===== src/rtl/alu_seq_muldiv.sv =====
// Iterative 32-bit unsigned multiply (low word) and divide/remainder sequencer.
// Drives the shared execute-stage ALU one SUM/DIF operation per cycle while busy.
module alu_seq_muldiv #(
   parameter int unsigned WIDTH = 32
) (
   input  logic             i_clk,
   input  logic             i_rst,
   input  logic             i_start,
   input  logic             i_op,
   input  logic [WIDTH-1:0] i_a,
   input  logic [WIDTH-1:0] i_b,
   output logic             o_busy,
   output logic             o_done,
   output logic [WIDTH-1:0] o_result,
   output logic [WIDTH-1:0] o_remainder,
   output logic [WIDTH-1:0] o_alu_op1,
   output logic [WIDTH-1:0] o_alu_op2,
   output logic [2:0]       o_alu_control,
   input  logic [WIDTH-1:0] i_alu_result,
   input  logic [3:0]       i_alu_flags
);

   localparam int unsigned CW = $clog2(WIDTH);

   typedef enum logic [1:0] {StIdle, StMul, StDiv, StDone} state_e;

   state_e           r_state;
   logic [CW-1:0]    r_cnt;
   logic             r_busy;
   logic             r_done;
   logic [WIDTH-1:0] r_result;
   logic [WIDTH-1:0] r_remainder;
   logic [WIDTH-1:0] r_acc;
   logic [WIDTH-1:0] r_mcand;
   logic [WIDTH-1:0] r_mplier;
   logic [WIDTH-1:0] r_rem;
   logic [WIDTH-1:0] r_q;
   logic [WIDTH-1:0] r_b;

   logic             w_last;
   logic             w_carry;
   logic [WIDTH-1:0] w_rs;
   logic [WIDTH-1:0] w_acc_next;
   logic [WIDTH-1:0] w_rem_next;
   logic [WIDTH-1:0] w_q_next;
   logic             w_unused_flags;

   // Only the carry (no-borrow) flag steers the restoring divide.
   assign w_carry        = i_alu_flags[1];
   assign w_unused_flags = ^{i_alu_flags[3:2], i_alu_flags[0]};

   assign w_last     = (r_cnt == CW'(WIDTH - 1));
   assign w_rs       = {r_rem[WIDTH-2:0], r_q[WIDTH-1]};
   assign w_acc_next = r_mplier[0] ? i_alu_result : r_acc;
   assign w_rem_next = w_carry ? i_alu_result : w_rs;
   assign w_q_next   = {r_q[WIDTH-2:0], w_carry};

   always_comb begin
      o_alu_op1     = '0;
      o_alu_op2     = '0;
      o_alu_control = 3'b000;
      unique case (r_state)
         StMul: begin
            o_alu_op1 = r_acc;
            o_alu_op2 = r_mcand;
         end
         StDiv: begin
            o_alu_op1     = w_rs;
            o_alu_op2     = r_b;
            o_alu_control = 3'b001;
         end
         default: ;
      endcase
   end

   always_ff @(posedge i_clk) begin
      if (i_rst) begin
         r_state     <= StIdle;
         r_cnt       <= '0;
         r_busy      <= 1'b0;
         r_done      <= 1'b0;
         r_result    <= '0;
         r_remainder <= '0;
         r_acc       <= '0;
         r_mcand     <= '0;
         r_mplier    <= '0;
         r_rem       <= '0;
         r_q         <= '0;
         r_b         <= '0;
      end else begin
         r_done <= 1'b0;
         unique case (r_state)
            StIdle: begin
               if (i_start) begin
                  r_acc    <= '0;
                  r_mcand  <= i_a;
                  r_mplier <= i_b;
                  r_rem    <= '0;
                  r_q      <= i_a;
                  r_b      <= i_b;
                  r_cnt    <= '0;
                  r_busy   <= 1'b1;
                  r_state  <= i_op ? StDiv : StMul;
               end
            end
            StMul: begin
               r_acc    <= w_acc_next;
               r_mcand  <= r_mcand << 1;
               r_mplier <= r_mplier >> 1;
               r_cnt    <= r_cnt + CW'(1);
               if (w_last) begin
                  r_result    <= w_acc_next;
                  r_remainder <= '0;
                  r_done      <= 1'b1;
                  r_state     <= StDone;
               end
            end
            StDiv: begin
               r_rem <= w_rem_next;
               r_q   <= w_q_next;
               r_cnt <= r_cnt + CW'(1);
               if (w_last) begin
                  r_result    <= w_q_next;
                  r_remainder <= w_rem_next;
                  r_done      <= 1'b1;
                  r_state     <= StDone;
               end
            end
            default: begin
               // DONE always returns to IDLE; a start here is dropped.
               r_busy  <= 1'b0;
               r_state <= StIdle;
            end
         endcase
      end
   end

   assign o_busy      = r_busy;
   assign o_done      = r_done;
   assign o_result    = r_result;
   assign o_remainder = r_remainder;

endmodule

===== config.mk =====
export PLATFORM = sky130hd
export DESIGN_NAME = alu_seq_muldiv
export DESIGN_NICKNAME = d
export VERILOG_FILES = /design/src/rtl/alu_seq_muldiv.sv
export SDC_FILE = /design/constraint.sdc
export NUM_CORES = 1
export LEC_CHECK = 0
export ABC_AREA = 1
export BUFFER_PORTS_ARGS = -buffer_cell sky130_fd_sc_hd__buf_2
export CORE_UTILIZATION = 44
export CTS_CLUSTER_DIAMETER = 60
export CTS_CLUSTER_SIZE = 30
export DETAILED_ROUTE_END_ITERATION = 6
export PLACE_DENSITY = 0.67
export REMOVE_ABC_BUFFERS = 1
export SETUP_SLACK_MARGIN = 0.15
export SYNTH_ARGS = -nofsm -noshare
export SYNTH_HDL_FRONTEND = slang
export SYNTH_SLANG_ARGS = --single-unit

===== constraint.sdc =====
create_clock -name i_clk -period 1.9 [get_ports i_clk]
set_input_delay 0.38 -clock i_clk [delete_from_list [all_inputs] [get_ports i_clk]]
set_output_delay 0.38 -clock i_clk [all_outputs]
set_load 0.01 [all_outputs]

* Word level (Yosys, flattened, before mapping)
Index checks and enable logic that the tools add are counted.
Storage, ports and cells: bits in registers 264, input bits 104, output and inout port bits 133, logic and storage cells 63
Operators by class: add/subtract/negate cells 1, equality and inequality tests 7, muxes and demuxes 28, bitwise gates (word level) 1, reductions and logical operators 14
Operator list (count):
- $pmux 32 s2 | 8
- $mux 32 | 9
- $pmux 31 s2 | 1
- $reduce_and 2->1 | 6
- $pmux 5 s2 | 1
- $reduce_bool 2->1 | 4
- $mux 2 | 3
- $ne 2x2->1 const B | 3
- $add 5x1->5 const B | 1
- $eq 5x5->1 const B | 1
- $mux 5 | 1
- $pmux 2 s2 | 1
- $reduce_or 2->1 | 2
- $mux 1 | 3
- $reduce_and 3->1 | 1
- $eq 2x1->1 const B | 1
- $eq 2x2->1 const B | 1
- $logic_not 2->1 | 1
- $ne 2x1->1 const B | 1
- $pmux 1 s2 | 1
- $not 1->1 | 1

* Logic depth before layout (Yosys ltp)
depth after elaboration 4, depth in mapped cells 12, depth with buffers taken out 10

* Least setup slack after synthesis
Ideal clock, no wire load.
kind register -> output, start point register r_state[0], end point output o_alu_op1[12], arrival 1.602 ns, data required time 1.520 ns, path slack -0.082 ns, stages on the path, launching flop included 8, path buffers 3, path through dfxtp_1 -> inv_1 -> ha_1 -> buf_2 -> buf_2 -> clkbuf_1 -> nand2_1 -> a21oi_1
Between the ends: word-level cells in the longest chain between the ends 2, elaborated cells between the ends (all ways) 3, those cells by class eq/ne (2); mux (1)
Ends and longest elaborated chain:
- start, declared | RTL line 27 | state_e r_state;
- start signal, assigned | RTL line 78 | r_state <= StIdle;
- start signal, assigned | RTL line 103 | r_state <= i_op ? StDiv : StMul;
- start signal, assigned | RTL line 115 | r_state <= StDone;
- $eq 2x2->1 / $eq 2x1->1 (equally long branches) | RTL line 62 | unique case (r_state)
- $pmux 32 s2 * | RTL line 62
- end, declared | RTL line 16 | output logic [WIDTH-1:0] o_alu_op1,
Every way passes the cells marked *; elsewhere a longest branch is shown, timed or not.

* Final worst setup path
start point register r_state[0], end point output o_alu_op1[1]
The elaborated chain is that of the path after synthesis.

==> run metrics <==
Worst-path clk slew=0.07 ns; Worst EP arrival=2.01 ns; most common flop cell mapped by yosys=dfxtp_1; Yosys top cell by area=dfxtp_1; first-pass GRT wire length=67400 µm; M3 GR Usage=2.91%; P per Cell Area=1730 nW/µm²; TritonCTS buffer count=26; Gate power share=58.3%; count leader, synth=nand2_1; Final Cycle Share=126%; Compound-Gate Fraction of Synth Area=15.8%; GRT Util Overall=27.5%; Synth cell types=22; worst-path fanout max=10; mux share of post-synthesis cell area=0%; Final Hold Violating Endpoints=0; Slew Viols, Final=0; Post-synth EDFFs=0; post-route minimum period=2.39 ns; Synth Warn #=0; RSZ-0062 raised after global routing=yes; P&R area growth vs syn=44.8%; Max VDD drop=1020 µV; leakage power=8.34 nW; row count=62; HP Class=primary input to register; Cell Area, Synth=13000 µm²; DR vias/cell=5.37; met2 Resource Use GR=45.4%; XOR/XNOR Fraction of Synth Area=0%; # setup viols final=188; post-synth top area share=40.7%; max_cap viols=0; DRC=0; GRT Residual Overflow=0; die area=30200 µm²; Yosys reg bits=264; # fillers=2537; non-filler cells, final=2746; Commonest cells post-synth=nand2_1, nor2_1, dfxtp_1; Net Sw Frac=44.1%; critical path class=register to output port; Synth Area in Adders=0.866%; fmax=419 MHz; DR pass1 iterations=7; status=complete, but fails checks; async set-reset flop share out of synthesis=0%; failing checks=setup timing; top cells by area, synth=dfxtp_1, nand2_1, nor2_1; worst rel slew slack=55.8%; IO Pins=237; fin nets=2456; WL final=50700 µm; Hold Buf Count CTS=0; CTS Sinks=264; sequential share of the synthesized area=40.7%; Min Hold Slack=0.0963 ns; dpl cells=2605; Antenna Violating Nets Remaining=0; final worst slack=-0.487 ns; clock latency on the worst-skew pair=0.55 ns; antenna fix cells=0; die width=174 µm; root buffer cell=clkbuf_16; required time worst endpoint=1.52 ns; Max H-tree Level=1; Worst setup SP type=register; Port Buf Inserts=231; Pint=18.2 mW; Psw=14.4 mW; largest net degree at the start of global routing=72; via count=14700; initial antenna violation count=0; Final HPWL DP=25600 µm; vias in the first global route=12700; Tightest Pin Transition=0.664 ns; final RePlAce weighted congestion=0.833; core area=28900 µm²; syn_area_per_cell=6.24 µm²; drt initial violations=1217; met1 GRT Util=37.0%; layout cells sized above 1=30.6%; Chip Height=174 µm; Final Skew=0.0152 ns; main combinational cell family by area after synthesis=simple AND/OR/NAND/NOR gates; busiest grt layer=met2; clock share of power=17.0%; WL per Instance=18.5 µm; share of power burned in registers=24.8%; Synth Area in Simple Gates=33.6%; CTS Buffer Depth=3; Starting Density=45.1%; CTS tree=yes; CP endpoint kind=output port; synthesized instance count=2083
==> cells in the final DEF (no fill, tap or decap), types with 17 or more instances in the layout <==
master | netlist | layout
nand3_2 | 0 | 29
o21ai_2 | 1 | 39
o21ai_0 | 225 | 172
buf_6 | 5 | 23
clkbuf_16 | 0 | 50
nand2_2 | 3 | 59
buf_2 | 48 | 227
nand2_1 | 583 | 507
dfxtp_1 | 264 | 262
a21oi_1 | 182 | 110
a21oi_2 | 0 | 62
buf_4 | 12 | 35
nor2_2 | 1 | 17
nand3_1 | 77 | 32
nor2_1 | 442 | 416
buf_12 | 0 | 42
inv_1 | 119 | 115
==> power groups by stage <==
stage               clock network, mW  logic [mW]  registers [mW]
floorplan                           0        6.14            8.07
global placement                    0        10.8            7.98
detailed placement                  0        10.9            8.02
CTS                              5.54        13.8            7.93
global route                     5.78        20.1            8.25
finish                           5.54        19.0            8.07
==> per-layer routing <==
layer / wire length [µm] / vias to the layer above
met5: 0 / -
met4: 2070 / 0
met3: 3930 / 146
met2: 23900 / 758
met1: 20800 / 6743
li1: - / 7102
==> sequential cells by signal, summed over array words and instances, names as in the netlist <==
name / flops
o_busy: 1
o_done: 1
o_remainder: 32
o_result: 32
r_acc: 32
r_b: 32
r_cnt: 5
r_mcand: 32
r_mplier: 32
r_q: 32
r_rem: 31
r_state: 2
==> path summary, 6_finish.rpt <==
path                   start        endpoint  slack (ns)  cells after the start
hold reg to reg   r_mcand[0]      r_mcand[0]        0.47                      2
hold / removal       i_b[28]         r_b[28]         0.1                      3
setup reg to reg  r_state[0]  o_remainder[0]       -0.24                     14
setup / recovery  r_state[0]    o_alu_op1[1]       -0.49                      7
==> final cells by class <==
type	count	area, µm²	share of cell area [%]
tap	384	480	2.55
clock inverter	15	175	0.930
sequential	264	5290	28.1
timing repair inverter	1	5.00	0.0266
timing repair buffer	379	3730	19.8
multi-input combinational	1546	7930	42.1
inverter	125	507	2.69
clock buffer	32	714	3.79
==> worst max-delay path: stages, from the launching register on <==
cell     delay [ns]
dfxtp_4        0.36
inv_4          0.11
ha_4           0.22
buf_12         0.17
buf_12         0.13
nand2_1        0.08
a21oi_2        0.20
buf_2          0.17
==> kinds of logic (layout without fill, tap and decap cells) <==
kind of cell,Yosys count,in the layout
other,1,2
buffers and inverters,276,552
adders and majority gates,9,9
and+or+nand+nor,1124,1126
AOI/OAI and AO/OA,409,409
DFF,264,264
==> through the flow <==
stage / power (mW) / instance area (µm²) / setup TNS [ns] / setup WS [ns] / util (%)
floorplan: 14.2 / 12300 / -893.77 / -3.76 / -
global placement: 18.8 / 14700 / 0 / 0.00645 / 50.8
detailed placement: 19.0 / 14700 / -0.0204 / -0.0119 / 50.8
CTS: 27.3 / 16900 / -32.11 / -0.391 / 58.4
global route: 34.1 / 18800 / -47.21 / -0.526 / 65.3
finish: 32.6 / 18800 / -36.43 / -0.487 / 65.3
==> repair_timing <==
item                       in CTS  in global routing
gates resized for setup       164                323
buffers inserted               19                 19
pin swaps                      41                136
setup endpoints to repair     267                285
gates cloned                   19                 37
(Power assumes the default switching activity.)
